<file path="src/rtl/cnt_arb_pkg.sv">
`default_nettype none
// ============================================================================
// Module      : cnt_arb_pkg
// Description : Shared types and constants for the arbitrated up/down counter.
// Revision    : 1.0 - initial release
// ============================================================================
package cnt_arb_pkg;

    typedef enum logic [0:0] {
        IDLE  = 1'b0,
        ISSUE = 1'b1
    } state_t;

    localparam logic OP_INC = 1'b1;
    localparam logic OP_DEC = 1'b0;

    localparam int DEF_N_REQ = 4;
    localparam int DEF_CNT_W = 8;

endpackage : cnt_arb_pkg
`default_nettype wire

</file>
<file path="src/rtl/cnt_rr_arb_ctrl_if.sv">
`default_nettype none
// ============================================================================
// Module      : cnt_rr_arb_ctrl_if
// Description : Requester-side bundle of the shared counter arbiter.
// Revision    : 1.0 - initial release
// ============================================================================
interface cnt_rr_arb_ctrl_if
    import cnt_arb_pkg::*;
#(
    parameter int N_REQ = DEF_N_REQ,
    parameter int CNT_W = DEF_CNT_W
);
    logic [N_REQ-1:0] req;
    logic [N_REQ-1:0] op;
    logic             clr;
    logic [N_REQ-1:0] gnt;
    logic [N_REQ-1:0] rej;
    logic             busy;
    logic [CNT_W-1:0] cnt;

    modport master (
        output req, op, clr,
        input  gnt, rej, busy, cnt
    );

    modport slave (
        input  req, op, clr,
        output gnt, rej, busy, cnt
    );

endinterface : cnt_rr_arb_ctrl_if
`default_nettype wire

</file>
<file path="src/rtl/cnt_ud_core.sv">
`default_nettype none
// ============================================================================
// Module      : cnt_ud_core
// Description : Plain up/down counter register; clear wins over inc/dec.
// Revision    : 1.0 - initial release
// ============================================================================
module cnt_ud_core #(
    parameter int CNT_W = 8
) (
    input  wire logic             clk,
    input  wire logic             rst_n,
    input  wire logic             inc,
    input  wire logic             dec,
    input  wire logic             clr,
    output logic      [CNT_W-1:0] cnt
);

    logic [CNT_W-1:0] r_cnt;

    // No bound checks here: the controller never pulses past a bound.
    always_ff @(posedge clk or negedge rst_n) begin
        if (!rst_n) begin
            r_cnt <= '0;
        end else if (clr) begin
            r_cnt <= '0;
        end else if (inc) begin
            r_cnt <= r_cnt + CNT_W'(1);
        end else if (dec) begin
            r_cnt <= r_cnt - CNT_W'(1);
        end
    end

    assign cnt = r_cnt;

endmodule : cnt_ud_core
`default_nettype wire

</file>
<file path="src/rtl/cnt_rr_arb_ctrl.sv">
`default_nettype none
// ============================================================================
// Module      : cnt_rr_arb_ctrl
// Description : Round-robin arbiter sequencing inc/dec requests into a shared
//               saturating-by-refusal counter.
// Revision    : 1.0 - initial release
// ============================================================================
module cnt_rr_arb_ctrl
    import cnt_arb_pkg::*;
#(
    parameter int N_REQ   = DEF_N_REQ,
    parameter int CNT_W   = DEF_CNT_W,
    parameter int MAX_VAL = 2**CNT_W - 1
) (
    input  wire logic         clk,
    input  wire logic         rst_n,
    cnt_rr_arb_ctrl_if.slave  bus
);

    localparam int               PTR_W     = $clog2(N_REQ);
    localparam logic [PTR_W-1:0] c_last    = PTR_W'(N_REQ - 1);
    localparam logic [CNT_W-1:0] c_max_val = CNT_W'(MAX_VAL);

    state_t           r_state;
    logic [PTR_W-1:0] r_ptr;
    logic [PTR_W-1:0] r_win;
    logic             r_op;

    logic             w_any;
    logic [PTR_W-1:0] w_win;
    logic [N_REQ-1:0] w_gnt;
    logic [N_REQ-1:0] w_rej;
    logic             w_inc;
    logic             w_dec;
    logic [CNT_W-1:0] w_cnt;

    // First set request at or above r_ptr, wrapping modulo N_REQ.
    always_comb begin : p_pick
        int idx;
        w_any = 1'b0;
        w_win = '0;
        idx   = 0;
        for (int k = 0; k < N_REQ; k++) begin
            idx = int'(r_ptr) + k;
            if (idx >= N_REQ) begin
                idx = idx - N_REQ;
            end
            if (!w_any && bus.req[PTR_W'(idx)]) begin
                w_any = 1'b1;
                w_win = PTR_W'(idx);
            end
        end
    end

    always_ff @(posedge clk or negedge rst_n) begin
        if (!rst_n) begin
            r_state <= IDLE;
            r_ptr   <= '0;
            r_win   <= '0;
            r_op    <= OP_DEC;
        end else begin
            case (r_state)
                IDLE: begin
                    if (w_any) begin
                        r_win   <= w_win;
                        r_op    <= bus.op[w_win];
                        r_state <= ISSUE;
                    end
                end
                ISSUE: begin
                    r_ptr   <= (r_win == c_last) ? '0 : r_win + PTR_W'(1);
                    r_state <= IDLE;
                end
                default: r_state <= IDLE;
            endcase
        end
    end

    // Outcome decode must see clr in the ISSUE cycle itself, so it stays
    // combinational off the registered state and latched op.
    always_comb begin
        w_gnt = '0;
        w_rej = '0;
        w_inc = 1'b0;
        w_dec = 1'b0;
        if (r_state == ISSUE) begin
            if (bus.clr) begin
                w_rej[r_win] = 1'b1;
            end else if ((r_op == OP_INC) && (w_cnt == c_max_val)) begin
                w_rej[r_win] = 1'b1;
            end else if ((r_op == OP_DEC) && (w_cnt == '0)) begin
                w_rej[r_win] = 1'b1;
            end else begin
                w_gnt[r_win] = 1'b1;
                w_inc        = (r_op == OP_INC);
                w_dec        = (r_op == OP_DEC);
            end
        end
    end

    cnt_ud_core #(
        .CNT_W (CNT_W)
    ) u_core (
        .clk   (clk),
        .rst_n (rst_n),
        .inc   (w_inc),
        .dec   (w_dec),
        .clr   (bus.clr),
        .cnt   (w_cnt)
    );

    assign bus.gnt  = w_gnt;
    assign bus.rej  = w_rej;
    assign bus.busy = (r_state == ISSUE);
    assign bus.cnt  = w_cnt;

    a_gnt_onehot: assert property (@(posedge clk) disable iff (!rst_n) $onehot0(w_gnt));
    a_rej_onehot: assert property (@(posedge clk) disable iff (!rst_n) $onehot0(w_rej));
    a_gnt_rej_mx: assert property (@(posedge clk) disable iff (!rst_n) !(|w_gnt && |w_rej));
    a_inc_step:   assert property (@(posedge clk) disable iff (!rst_n)
                      (|w_gnt && r_op == OP_INC) |=> (w_cnt == $past(w_cnt) + CNT_W'(1)));
    a_dec_step:   assert property (@(posedge clk) disable iff (!rst_n)
                      (|w_gnt && r_op == OP_DEC) |=> (w_cnt == $past(w_cnt) - CNT_W'(1)));
    a_cnt_known:  assert property (@(posedge clk) disable iff (!rst_n) !$isunknown(w_cnt));
    a_busy_pulse: assert property (@(posedge clk) disable iff (!rst_n) bus.busy |=> !bus.busy);

endmodule : cnt_rr_arb_ctrl
`default_nettype wire

</file>
<file path="src/flat_wrapper.sv">
// flat-port wrapper written by rule: the top's interface ports become plain ports
module cnt_rr_arb_ctrl_flat import cnt_arb_pkg::*;
#(
    parameter int N_REQ   = DEF_N_REQ,
    parameter int CNT_W   = DEF_CNT_W,
    parameter int MAX_VAL = 2**CNT_W - 1
)
  (clk, rst_n, bus_req, bus_op, bus_clr, bus_gnt, bus_rej, bus_busy, bus_cnt);
  cnt_rr_arb_ctrl_if #(.N_REQ(N_REQ), .CNT_W(CNT_W)) bus_i ();
  input  wire logic clk;
  input  wire logic rst_n;
  input wire logic [$bits(bus_i.req)-1:0] bus_req;
  input wire logic [$bits(bus_i.op)-1:0] bus_op;
  input wire logic [$bits(bus_i.clr)-1:0] bus_clr;
  output wire logic [$bits(bus_i.gnt)-1:0] bus_gnt;
  output wire logic [$bits(bus_i.rej)-1:0] bus_rej;
  output wire logic [$bits(bus_i.busy)-1:0] bus_busy;
  output wire logic [$bits(bus_i.cnt)-1:0] bus_cnt;
  assign bus_i.req = bus_req;
  assign bus_i.op = bus_op;
  assign bus_i.clr = bus_clr;
  assign bus_gnt = bus_i.gnt;
  assign bus_rej = bus_i.rej;
  assign bus_busy = bus_i.busy;
  assign bus_cnt = bus_i.cnt;
  cnt_rr_arb_ctrl #(.N_REQ(N_REQ), .CNT_W(CNT_W), .MAX_VAL(MAX_VAL)) u_core (.clk(clk), .rst_n(rst_n), .bus(bus_i));
endmodule
</file>
<file path="config.mk">
export PLATFORM = sky130hd
export DESIGN_NAME = cnt_rr_arb_ctrl_flat
export DESIGN_NICKNAME = d
export VERILOG_FILES = /design/src/rtl/cnt_arb_pkg.sv /design/src/rtl/cnt_rr_arb_ctrl_if.sv /design/src/rtl/cnt_ud_core.sv /design/src/rtl/cnt_rr_arb_ctrl.sv /design/src/flat_wrapper.sv
export SDC_FILE = /design/constraint.sdc
export NUM_CORES = 1
export LEC_CHECK = 0
export CORE_MARGIN = 4
export CORE_UTILIZATION = 48
export DETAILED_ROUTE_END_ITERATION = 12
export PLACE_DENSITY = 0.9
export SYNTH_ARGS = -nofsm -noshare
export SYNTH_HDL_FRONTEND = slang
export SYNTH_SLANG_ARGS = --single-unit
</file>
<file path="constraint.sdc">
create_clock -name clk -period 3.4 [get_ports clk]
set_clock_uncertainty 0.1 [all_clocks]
set_input_delay 0.51 -clock clk [delete_from_list [all_inputs] [get_ports clk]]
set_output_delay 0.51 -clock clk [all_outputs]
set_load 0.02 [all_outputs]
</file>
==> results.md <==
- Result of the run: completed
- Sink Count: 14
- Number of top-level design ports: 28
- Total Neg Setup Slack: 0 ns
- Power Density: slightly below 800 mW/mm^2
- Post-synthesis area per instance: a little under 9 um^2
- Effective utilization at floorplan: 0.528
- Number of antenna violations at the first check in global routing: 0
- Crit. Startpoint: u_core.u_core.cnt[6]
- Fraction of the cycle the final worst path needs: 0.896
- Hold Path Origin: u_core.r_ptr[0]
- Clock transition at the registers of the reported paths: 0.10 ns
- Count of mapped cells out of synthesis: between 100 and 150
- ANT nets after route: 0
- FMAX: around 0.33 GHz
- Worst EP arrival: 3.13 ns
- Count of inserted antenna diode cells: 0
- Wire length of the first global-routing pass: ~4.4 mm
- FFs w/ async S/R, synth: 1.00
- Post-synth EDFFs: 0
- Final Max Tran Viols: 0
- Detail Route met3 WL: between 90 and 100 um
- Min cycle time layout: 3.04 ns
- Cells resized by post-CTS repair: 0
- Global-route usage over all layers: 0.175
- Metal-1 WL: between 1 and 1.5 mm
- Worst hold path type: flip-flop to flip-flop
- Number of library cell types mapped by synthesis: 31
- Data required time at the worst endpoint: 3.48 ns
- Fraction of the core area covered by cells at the end of the flow: 0.699
- Core outline area: roughly 0.0020 mm^2
- Total overflow reported by the global router: 0
- Top cells by instance count after synthesis: nor2_1 (17), dfrtp_1 (14), ha_1 (10)
- Uppermost layer routed: met4
- Peak supply drop: 500 uV
- Die width: ~55 um
- Placer's final routability congestion estimate: 0.912
- Drt wl/cell: about 15 um
- Dominant register cell in the synthesized netlist: dfrtp_1
- Maximum capacitance violations: 0
- Final Hold Fails: 0
- Maximum number of pins on one net before global-route repair: 16
- Fraction of post-synthesis cell area in the top cell type by area: 0.325
- Count of input and output buffers: 27
- DRT iter0 DRCs: 31
- Post-synthesis instance area: around 0.0011 mm^2
- Sort of element at the start of the critical path: flip-flop
- Flip-flop and latch count after synthesis: 14
- Register area share after synthesis: 0.325
- Share of cells above drive strength 1: 0.0789
- Worst setup EP type: flip-flop
- Aggregate routed wire length: roughly 2.6 mm
- Length of the first detailed-routing pass in iterations: 4
- Wire length on met2: between 1 and 1.5 mm
- Number of buffers added to fix hold violations after cts: 0
- Total CTS buffers: 3
- Pin slew with the least headroom to its limit: 0.670 ns
- DR vias: ~1000
- Deepest clock path buffer count: 2
- Most frequent cell after synthesis: nor2_1
- Number of setup buffers added after CTS: 0
- Yosys warns: 0
- Clock Tree Root: clkbuf_4
- Number of rows in the core area: 16
- Final nets: ~180
- # DRC: 0
- Die span in y: 55.4 um
- Area growth, synth to finish: 32.5%
- Synthesized Nets: 143
- Number of setup violations in the final report: 0
- HPWL after detailed placement: between 2 and 2.5 mm
- Standby leakage power: slightly below 0.7 nW
- Clock latency at the later pin of the worst-skew pair: ~0.29 ns
- Area of the die: 0.00307 mm^2
- R2R Path Start: u_core.u_core.cnt[6]
- TritonCTS clock tree: yes
- Setup repair after global routing missed its margin: false
- Worst relative slew slack: 0.552
- Critical path class: flip-flop to flip-flop
- Depth of the CTS H-tree: 1
- Crit-path max FO: 6
- Via count of the first global-routing pass: 967
- Routed vias/inst: 5.58
- Top cells by area in the synthesized netlist: dfrtp_1 (33%), ha_1 (12%), mux2i_1 (7.4%), nor2_1 (5.9%), a21oi_1 (3.3%)
- Biggest area consumer among synthesized cells: dfrtp_1
cells in the final DEF (no fill, tap or decap), types with 5 or more instances in the layout:
| cell type | instances |
|---|---|
| a21oi_1 | 7 |
| o21ai_0 | 5 |
| and3_1 | 5 |
| nor2_1 | 17 |
| nand2_1 | 9 |
| inv_1 | 9 |
| clkdlybuf4s50_1 | 27 |
| dfrtp_1 | 14 |
| mux2i_1 | 8 |
| ha_1 | 10 |
worst paths after layout:
kind / end / cells past startpoint / slack (ns)
worst max register to register: u_core.u_core.cnt[7] / 10 / 0.36
min in group asynchronous: u_core.u_core.cnt[7] / 1 / 0.52
max in group asynchronous: u_core.r_win[0] / 1 / 2.25
worst max-delay path: u_core.u_core.cnt[7] / 10 / 0.36
worst min register to register: u_core.r_ptr[0] / 2 / 0.50
worst min-delay path: u_core.r_ptr[0] / 2 / 0.50
registers in the layout, summed over array words and instances, names as in the netlist:
name               count
u_core.u_core.cnt      8
u_core.r_op            1
u_core.r_ptr           2
u_core.bus.busy        1
u_core.r_win           2
layer usage:
metal / vias up / global-route usage
met5: - / 0
met4: 0 / 0.0868
met3: 6 / 0.0256
met2: 36 / 0.311
met1: 470 / 0.203
li1: 487 / -
power breakdown:
| group | total [mW] | internal [mW] | switching (mW) |
|---|---|---|---|
| Combinational | 0.690 | 0.326 | 0.364 |
| Sequential | 0.298 | 0.224 | 0.0737 |
| Clock | 0.127 | 0.0652 | 0.0620 |
| Total | 1.11 | 0.615 | 0.500 |
cell families after synthesis:
| kind of cell | after synthesis | synth area share |
|---|---|---|
| AO/OA/AOI/OAI | 22 | 0.132 |
| flip-flops | 14 | 0.325 |
| XOR/XNOR | 4 | 0.0325 |
| buffers and inverters | 12 | 0.0430 |
| adder cells (fa/ha/maj) | 11 | 0.135 |
| multiplexers | 12 | 0.120 |
| AND/OR/NAND/NOR | 46 | 0.213 |
worst max-delay path: stages, from the launching register on:
cell       delay [ns]
dfrtp_1          0.45
nand4_1          0.15
nor2_1           0.07
nand4bb_1        0.28
buf_4            0.24
ha_1             0.28
a21oi_1          0.24
o21ai_0          0.22
a31oi_1          0.29
mux2i_1          0.27
mux2_2           0.35
per-stage QoR:
step           hold WS [ns]  std cells  power (mW)  worst slack (ns)  cell area [um^2]
2_1_floorplan         0.114        121       0.762             0.591              1080
3_3_place_gp          0.463        175       0.937             0.391              1390
3_5_place_dp          0.472        175       0.974             0.198              1390
4_1_cts               0.497        179        1.11             0.406              1430
5_1_grt               0.551        179        1.20             0.268              1430
6_report              0.495        179        1.11             0.355              1430
final cells by class:
cell class | count | area (um^2)
Tap cell | 27 | 33.8
Clock buffer | 4 | 36.3
Multi-Input combinational cell | 95 | 681
Fill cell | 164 | 614
Inverter | 9 | 33.8
Timing Repair Buffer | 30 | 293
Sequential cell | 14 | 350
No activity file was read; power rests on OpenSTA's default activity.
